### src/rtl/id_ex_stage.sv
// ID/EX pipeline register with load-use hazard detection, flush squashing and a
// saturating bubble counter.
module id_ex_stage #(
  parameter int unsigned DW = 32,
  parameter int unsigned RW = 5,
  parameter int unsigned CW = 16
) (
  input  logic          clk,
  input  logic          rst,
  input  logic          id_valid,
  input  logic [2:0]    id_aluS,
  input  logic          id_regDstS,
  input  logic          id_aluSrcS,
  input  logic          id_dataMemReadS,
  input  logic          id_dataMemWriteS,
  input  logic          id_writeRegS,
  input  logic          id_memToRegS,
  input  logic [DW-1:0] id_rs_data,
  input  logic [DW-1:0] id_rt_data,
  input  logic [DW-1:0] id_imm,
  input  logic [DW-1:0] id_pc4,
  input  logic [RW-1:0] id_rs,
  input  logic [RW-1:0] id_rt,
  input  logic [RW-1:0] id_rd,
  input  logic          flush,
  input  logic          hold,
  output logic          ex_valid,
  output logic [2:0]    ex_aluS,
  output logic          ex_regDstS,
  output logic          ex_aluSrcS,
  output logic          ex_dataMemReadS,
  output logic          ex_dataMemWriteS,
  output logic          ex_writeRegS,
  output logic          ex_memToRegS,
  output logic [DW-1:0] ex_rs_data,
  output logic [DW-1:0] ex_rt_data,
  output logic [DW-1:0] ex_imm,
  output logic [DW-1:0] ex_pc4,
  output logic [RW-1:0] ex_rs,
  output logic [RW-1:0] ex_rt,
  output logic [RW-1:0] ex_rd,
  output logic          pc_write,
  output logic          ifid_write,
  output logic [CW-1:0] bubble_count
);

  logic rt_used;
  logic hz;
  logic bubble;
  logic ctl_en;

  // rt is a source for R-type ops (no immediate) and for stores (store data).
  assign rt_used = !id_aluSrcS | id_dataMemWriteS;

  assign hz = id_valid & ex_valid & ex_dataMemReadS & (ex_rt != '0) &
              ((ex_rt == id_rs) | (rt_used & (ex_rt == id_rt)));

  assign pc_write   = !(hz | hold);
  assign ifid_write = !(hz | hold);

  assign bubble = flush | hz;
  // Controls only propagate for a real, non-squashed instruction.
  assign ctl_en = !bubble & id_valid;

  always_ff @(posedge clk or negedge rst) begin
    if (!rst) begin
      ex_valid         <= 1'b0;
      ex_aluS          <= '0;
      ex_regDstS       <= 1'b0;
      ex_aluSrcS       <= 1'b0;
      ex_dataMemReadS  <= 1'b0;
      ex_dataMemWriteS <= 1'b0;
      ex_writeRegS     <= 1'b0;
      ex_memToRegS     <= 1'b0;
      ex_rs_data       <= '0;
      ex_rt_data       <= '0;
      ex_imm           <= '0;
      ex_pc4           <= '0;
      ex_rs            <= '0;
      ex_rt            <= '0;
      ex_rd            <= '0;
      bubble_count     <= '0;
    end else if (!hold) begin
      ex_valid         <= ctl_en;
      ex_aluS          <= ctl_en ? id_aluS : 3'b000;
      ex_regDstS       <= ctl_en & id_regDstS;
      ex_aluSrcS       <= ctl_en & id_aluSrcS;
      ex_dataMemReadS  <= ctl_en & id_dataMemReadS;
      ex_dataMemWriteS <= ctl_en & id_dataMemWriteS;
      ex_writeRegS     <= ctl_en & id_writeRegS;
      ex_memToRegS     <= ctl_en & id_memToRegS;
      ex_rs_data       <= id_rs_data;
      ex_rt_data       <= id_rt_data;
      ex_imm           <= id_imm;
      ex_pc4           <= id_pc4;
      ex_rs            <= id_rs;
      ex_rt            <= id_rt;
      ex_rd            <= id_rd;
      if (bubble && (bubble_count != {CW{1'b1}})) begin
        bubble_count <= bubble_count + 1'b1;
      end
    end
  end

endmodule
### config.mk
export PLATFORM = sky130hd
export DESIGN_NAME = id_ex_stage
export DESIGN_NICKNAME = d
export VERILOG_FILES = /design/src/rtl/id_ex_stage.sv
export SDC_FILE = /design/constraint.sdc
export NUM_CORES = 1
export LEC_CHECK = 0
export ABC_AREA = 1
export CAP_MARGIN = 25
export CORE_UTILIZATION = 28
export DETAILED_ROUTE_END_ITERATION = 10
export HOLD_SLACK_MARGIN = 0.03
export PLACE_DENSITY = 0.55
export SYNTH_ARGS = -nofsm -noshare
export SYNTH_HDL_FRONTEND = slang
export SYNTH_SLANG_ARGS = --single-unit
### constraint.sdc
create_clock -name clk -period 2.75 [get_ports clk]
set_input_delay 0.825 -clock clk [delete_from_list [all_inputs] [get_ports clk]]
set_output_delay 0.825 -clock clk [all_outputs]
set_load 0.03 [all_outputs]
==> results of run 1 <==
-- worst max-delay path by stage --
stage                     cells after the start  slack, ns          to
after floorplan                               5       0.08    pc_write
after global placement                        6      -0.16  ifid_write
after detailed placement                      6      -0.16  ifid_write
after CTS                                     9       0.11  ifid_write
after global routing                          9     0.0001  ifid_write
final                                         9       0.05  ifid_write
-- Yosys cell counts, types with 2 or more instances --
master    instances
nand2_1         506
dfrtp_1         169
inv_1            32
clkbuf_1         26
nand3_1          25
nand4_1          20
nor2_1           14
o21ai_0           9
buf_2             8
inv_2             5
buf_6             4
nor3_1            4
nor3_2            3
nand3_2           2
nor3_4            2
xor2_1            2
-- cells by family after synthesis --
logic type	Yosys count
buffers and inverters	77
AOI/OAI and AO/OA	10
xor gates and xnor gates	3
and+or+nand+nor	580
adders and majority gates	1
DFF	169
-- state kept, by name, indices dropped and copies added, names as in the netlist, 5 cells and up --
register and cells:
bubble_count 16, ex_imm 32, ex_pc4 32, ex_rd 5
ex_rs 5, ex_rs_data 32, ex_rt 5, ex_rt_data 32
-- repair_timing --
| item | in CTS | in global routing |
|---|---|---|
| pin swaps | 9 | 4 |
| hold endpoints to repair | 0 | 0 |
| gates resized for setup | 17 | 1 |
| buffers inserted | 28 | 0 |
| endpoints found under the setup margin | 2 | 2 |
-- area by class of cell --
class / count / area, um^2
inverters: 38 / 145
repair buffers: 367 / 3620
clock inverters: 14 / 161
flip-flops and latches: 169 / 4230
multi-input cells: 594 / 2460
well taps: 324 / 405
fillers: 2389 / 12900
clock buffers: 18 / 439
-- per-layer routing --
metal / global-route usage (%) / part of all wire, % / vias to the layer above
met5: 0 / 0 / -
met4: 5.02 / 1.2 / 0
met3: 7.40 / 9.4 / 16
met2: 29.9 / 47 / 244
met1: 22.7 / 42 / 3087
li1: - / - / 3271
-- where the power goes --
group          internal (mW)  total [mW]  switching [mW]
clock                   1.25        2.42            1.18
sequential              2.70        2.86           0.160
combinational          0.729        1.66           0.927
-- metrics by stage --
step           setup slack (ns)  setup TNS (ns)  hold WS (ns)  cells
5_1_grt                0.000148               0         0.224   1524
2_1_floorplan            0.0835               0         0.529    840
3_5_place_dp             -0.158          -0.316         0.464   1464
4_1_cts                   0.105               0         0.222   1524
6_report                 0.0502               0         0.238   1524
3_3_place_gp             -0.159          -0.317         0.461   1464
-- worst register-to-register path: cells and delay by family, from the launching register on --
kind	cells	cell delay, ns
simple gates	6	1.24
flops	1	0.46
fa+ha+maj	1	0.24
==> results.json, run 1 <==
{
  "die_width_um": 160,
  "power.density_nw_per_um2": 606,
  "root_buffer": "clkbuf_16",
  "reg2reg_slack_ns": 0.74,
  "final_common_cell": "nand2_1",
  "skew_ns": 0.00954,
  "drv_cap": 0,
  "place.gp.congestion": 0.929,
  "seq_area_frac_synth_pct": 60.4,
  "critical-path-top-delay-family": "buffers and inverters",
  "tightest_slew_ns": 0.618,
  "grt_pass1_vias": 6669,
  "dpl.hpwl_mm": 16.1,
  "placeableCoreArea_um2": 24400,
  "insertedDiodeCount": 0,
  "r2r_start": "bubble_count[0]",
  "drc": 0,
  "io_pins": 328,
  "max_slew_margin_pct": 58.8,
  "dpl_cell_area_um2": 10600,
  "synth-seq-cells": 169,
  "cts_tree": "done",
  "netlist_instances": 840,
  "fin_crit_ns": 2.70,
  "critPathMaxStageDelay_ns": 0.26,
  "htreeDepth": 4,
  "drv_slew": 0,
  "grt_use_total_pct": 18.5,
  "vias_per_cell": 4.34,
  "synth_fa_ha_area_share_pct": 0.179,
  "synth.distinct_cells": 25,
  "worst_setup_path_end_kind": "output pin",
  "start_util_pct": 28.7,
  "ant_nets": 0,
  "ff2ff_path_depth": 7,
  "rsz0062_at_grt": "false",
  "finalInstanceArea_um2": 11500,
  "timing.final.crit_share_pct": 98.2,
  "area_growth_pct": 63.8,
  "layout_common_cells": "nand2_1, clkdlybuf4s50_1, dfrtp_1, buf_4, inv_1",
  "fp.dieH_um": 160,
  "synth_fp_nets": 998,
  "hold_violations": 0,
  "netlist_area_um2": 7000,
  "fin_util_pct": 47.0,
  "critPathLaunch": "id_rt[1]",
  "path_class": "in2out",
  "holdBufCountCts": 0,
  "min_path_type": "in2async",
  "drive_above_1_share_pct": 8.08,
  "finalSetupViolCount": 0,
  "crit_chain": "dlygate4sd2_1 > inv_1 > nand2_1 > nand2_2 > nor2_1 > nand3_1 > nand2_2 > a21oi_4 > buf_6",
  "ys.flop_type": "dfrtp_1",
  "synthTopCellsByArea": "dfrtp_1, nand2_1, nand3_1",
  "die-area_um2": 25600,
  "arrival_ns": 1.87,
  "vias": 6618,
  "cp_max_fo": 2,
  "synth_edf_count": 0,
  "drtIter0Drc": 339,
  "total_power_mw": 6.94,
  "antenna_found_initial": 0,
  "cts_made_buffers": 17,
  "yosysWarnings": 0,
  "cp_num_buf_inv": 3,
  "synth_simple_gate_area_share_pct": 33.6,
  "worstReg2RegEnd": "bubble_count[0]",
  "grt_pass1_wl_mm": 37.1,
  "synth_xor_area_share_pct": 0.375,
  "synth-compound-area-share_pct": 0.715,
  "wl_mm": 23.3,
  "status": "completed",
  "grt_max_degree": 90,
  "detail_route.wl_per_cell_um": 15.3,
  "yosys.area.top_type": "dfrtp_1",
  "final_nets": 1345,
  "synth_top_family_by_area": "simple AND/OR/NAND/NOR gates",
  "synth_top_cell_area_share_pct": 60.4,
  "synth.mux.area_fraction_pct": 0,
  "syn_avg_cell_area_um2": 8.33,
  "rows": 57,
  "required_ns": 1.93,
  "cts_sinks": 169,
  "fmax_mhz": 370,
  "io_buffers": 327,
  "insertion_delay_ns": 0.42,
  "synthArstFlopShare_pct": 100,
  "critPathLaunchType": "input pin",
  "ir_worst_vdd_mv": 0.300,
  "path_clk_slew_ns": 0.07,
  "grt.overflow.total": 0,
  "cts_max_path_buffers": 2,
  "drt_pass1_iterations": 5,
  "leakagePower_nw": 5.64,
  "slowest_stage": "dlygate4sd2_1",
  "crit_top_cell": "nand2_2"
}
No activity file was read; power rests on OpenSTA's default activity.
==> run 2: changes to the inputs <==
--- a/config.mk
+++ b/config.mk
@@ -11,6 +11,7 @@
 export DETAILED_ROUTE_END_ITERATION = 10
 export HOLD_SLACK_MARGIN = 0.03
 export PLACE_DENSITY = 0.55
+export SETUP_SLACK_MARGIN = 0.02
 export SYNTH_ARGS = -nofsm -noshare
 export SYNTH_HDL_FRONTEND = slang
 export SYNTH_SLANG_ARGS = --single-unit
==> constraint.sdc (replaced) <==
create_clock -name clk -period 3.2 [get_ports clk]
set_input_delay 0.96 -clock clk [delete_from_list [all_inputs] [get_ports clk]]
set_output_delay 0.96 -clock clk [all_outputs]
set_load 0.03 [all_outputs]
==> run 2 against run 1 <==
Effect of this change:
- cell count down 2.0%
- clock power down 14%
- clock skew down 0.0034 ns
- critical path depth unchanged
- register-to-register slack better by 0.45 ns
- die area unchanged
- sequential power down 14%
- critical path type unchanged
- largest power group unchanged
==> results.json, run 2 (same netlist as run 1, synthesis figures left out) <==
{
  "status": "completed",
  "cts_tree": "done",
  "root_buffer": "clkbuf_16",
  "die_width_um": 160,
  "tightest_slew_ns": 0.813,
  "grt.overflow.total": 0,
  "grt_pass1_vias": 6543,
  "fin_util_pct": 46.1,
  "arrival_ns": 2.12,
  "finalSetupViolCount": 0,
  "ant_nets": 0,
  "antenna_found_initial": 1,
  "detail_route.wl_per_cell_um": 15.0,
  "layout_common_cells": "nand2_1, clkdlybuf4s50_1, dfrtp_1, inv_1, nand3_1",
  "drv_cap": 0,
  "cp_num_buf_inv": 3,
  "worst_setup_path_end_kind": "output pin",
  "power.density_nw_per_um2": 528,
  "grt_max_degree": 94,
  "timing.final.crit_share_pct": 96.3,
  "critPathMaxStageDelay_ns": 0.44,
  "place.gp.congestion": 0.819,
  "area_growth_pct": 60.4,
  "cts_sinks": 169,
  "fmax_mhz": 324,
  "cts_max_path_buffers": 2,
  "dpl.hpwl_mm": 15.5,
  "grt_use_total_pct": 17.8,
  "min_path_type": "in2async",
  "path_class": "in2out",
  "setup_slack_ns": 0.118,
  "final_common_cell": "nand2_1",
  "drt_pass1_iterations": 4,
  "tns_ns": 0,
  "rows": 57,
  "critical-path-top-delay-family": "buffers and inverters",
  "total_power_mw": 5.93,
  "drv_slew": 0,
  "nFillCells": 2423,
  "leakagePower_nw": 5.53,
  "insertion_delay_ns": 0.42,
  "io_buffers": 327,
  "hold_violations": 0,
  "htreeDepth": 4,
  "crit_top_cell": "nand2_1",
  "slowest_stage": "clkdlybuf4s50_1",
  "cp_max_fo": 2,
  "pre_cts_ws_ns": 0.0470,
  "die-area_um2": 25600,
  "rsz0062_at_grt": "false",
  "start_util_pct": 28.7,
  "vias": 6388,
  "placeableCoreArea_um2": 24400,
  "final_nets": 1314,
  "drive_above_1_share_pct": 5.99,
  "skew_ns": 0.00618,
  "drc": 0,
  "vias_per_cell": 4.28,
  "ir_worst_vdd_mv": 0.313,
  "io_pins": 328,
  "cts_made_buffers": 17,
  "fp.dieH_um": 160,
  "critPathLaunchType": "input pin",
  "holdBufCountCts": 0,
  "fin_crit_ns": 3.08,
  "crit_chain": "clkdlybuf4s50_1 > inv_2 > nand2_1 > nand2_1 > nor2_1 > nand3_1 > nand2_2 > a21oi_4 > buf_6",
  "wl_mm": 22.4,
  "max_slew_margin_pct": 45.8,
  "drtIter0Drc": 320,
  "path_clk_slew_ns": 0.07,
  "required_ns": 2.24,
  "grt_pass1_wl_mm": 36.1
}
run 2: layout make-up:
| type | instances | area [um^2] | area share, % |
|---|---|---|---|
| Antenna cell | 1 | 2.50 | 0.0223 |
| Clock buffer | 18 | 429 | 3.82 |
| Clock inverter | 14 | 149 | 1.33 |
| Inverter | 38 | 145 | 1.29 |
| Multi-Input combinational cell | 594 | 2460 | 21.9 |
| Sequential cell | 169 | 4230 | 37.7 |
| Tap cell | 324 | 405 | 3.61 |
| Timing Repair Buffer | 336 | 3410 | 30.4 |
run 2: final timing paths:
| kind | cells past startpoint | start | slack, ns | to |
|---|---|---|---|---|
| max in group asynchronous | 2 | rst | 2.04 | ex_rt_data[10] |
| setup / recovery | 9 | id_rs[0] | 0.12 | pc_write |
| hold reg to reg | 2 | ex_imm[31] | 0.48 | ex_imm[31] |
| min in group clk | 2 | ex_imm[31] | 0.48 | ex_imm[31] |
| setup reg to reg | 7 | bubble_count[0] | 1.19 | bubble_count[1] |
| hold / removal | 1 | rst | 0.48 | bubble_count[12] |
run 2: metal layers:
metal	vias up	global-route usage [%]	wire length [um]	part of all wire, %
met5	-	0	0	0
met3	15	6.83	2180	9.7
li1	3202	-	-	-
met4	0	4.94	250	1.1
met1	2934	23.1	9920	44
met2	237	27.7	10000	45
run 2: report_power, final:
group	internal [mW]	switching [mW]
logic	0.605	0.787
registers	2.32	0.133
clock network	1.11	0.970
run 2: metrics by stage:
stage          area (um^2)  instances  hold slack [ns]
3_3_place_gp         10600       1460            0.460
3_5_place_dp         10600       1460            0.464
5_1_grt              11200       1494            0.494
4_1_cts              11200       1492            0.478
6_report             11200       1494            0.477
2_1_floorplan         7000        840            0.661
run 2: repair_timing:
action,4_1_cts,5_1_grt
setup buffers,0,1
endpoints found under the setup margin,0,2
resized for setup,0,20
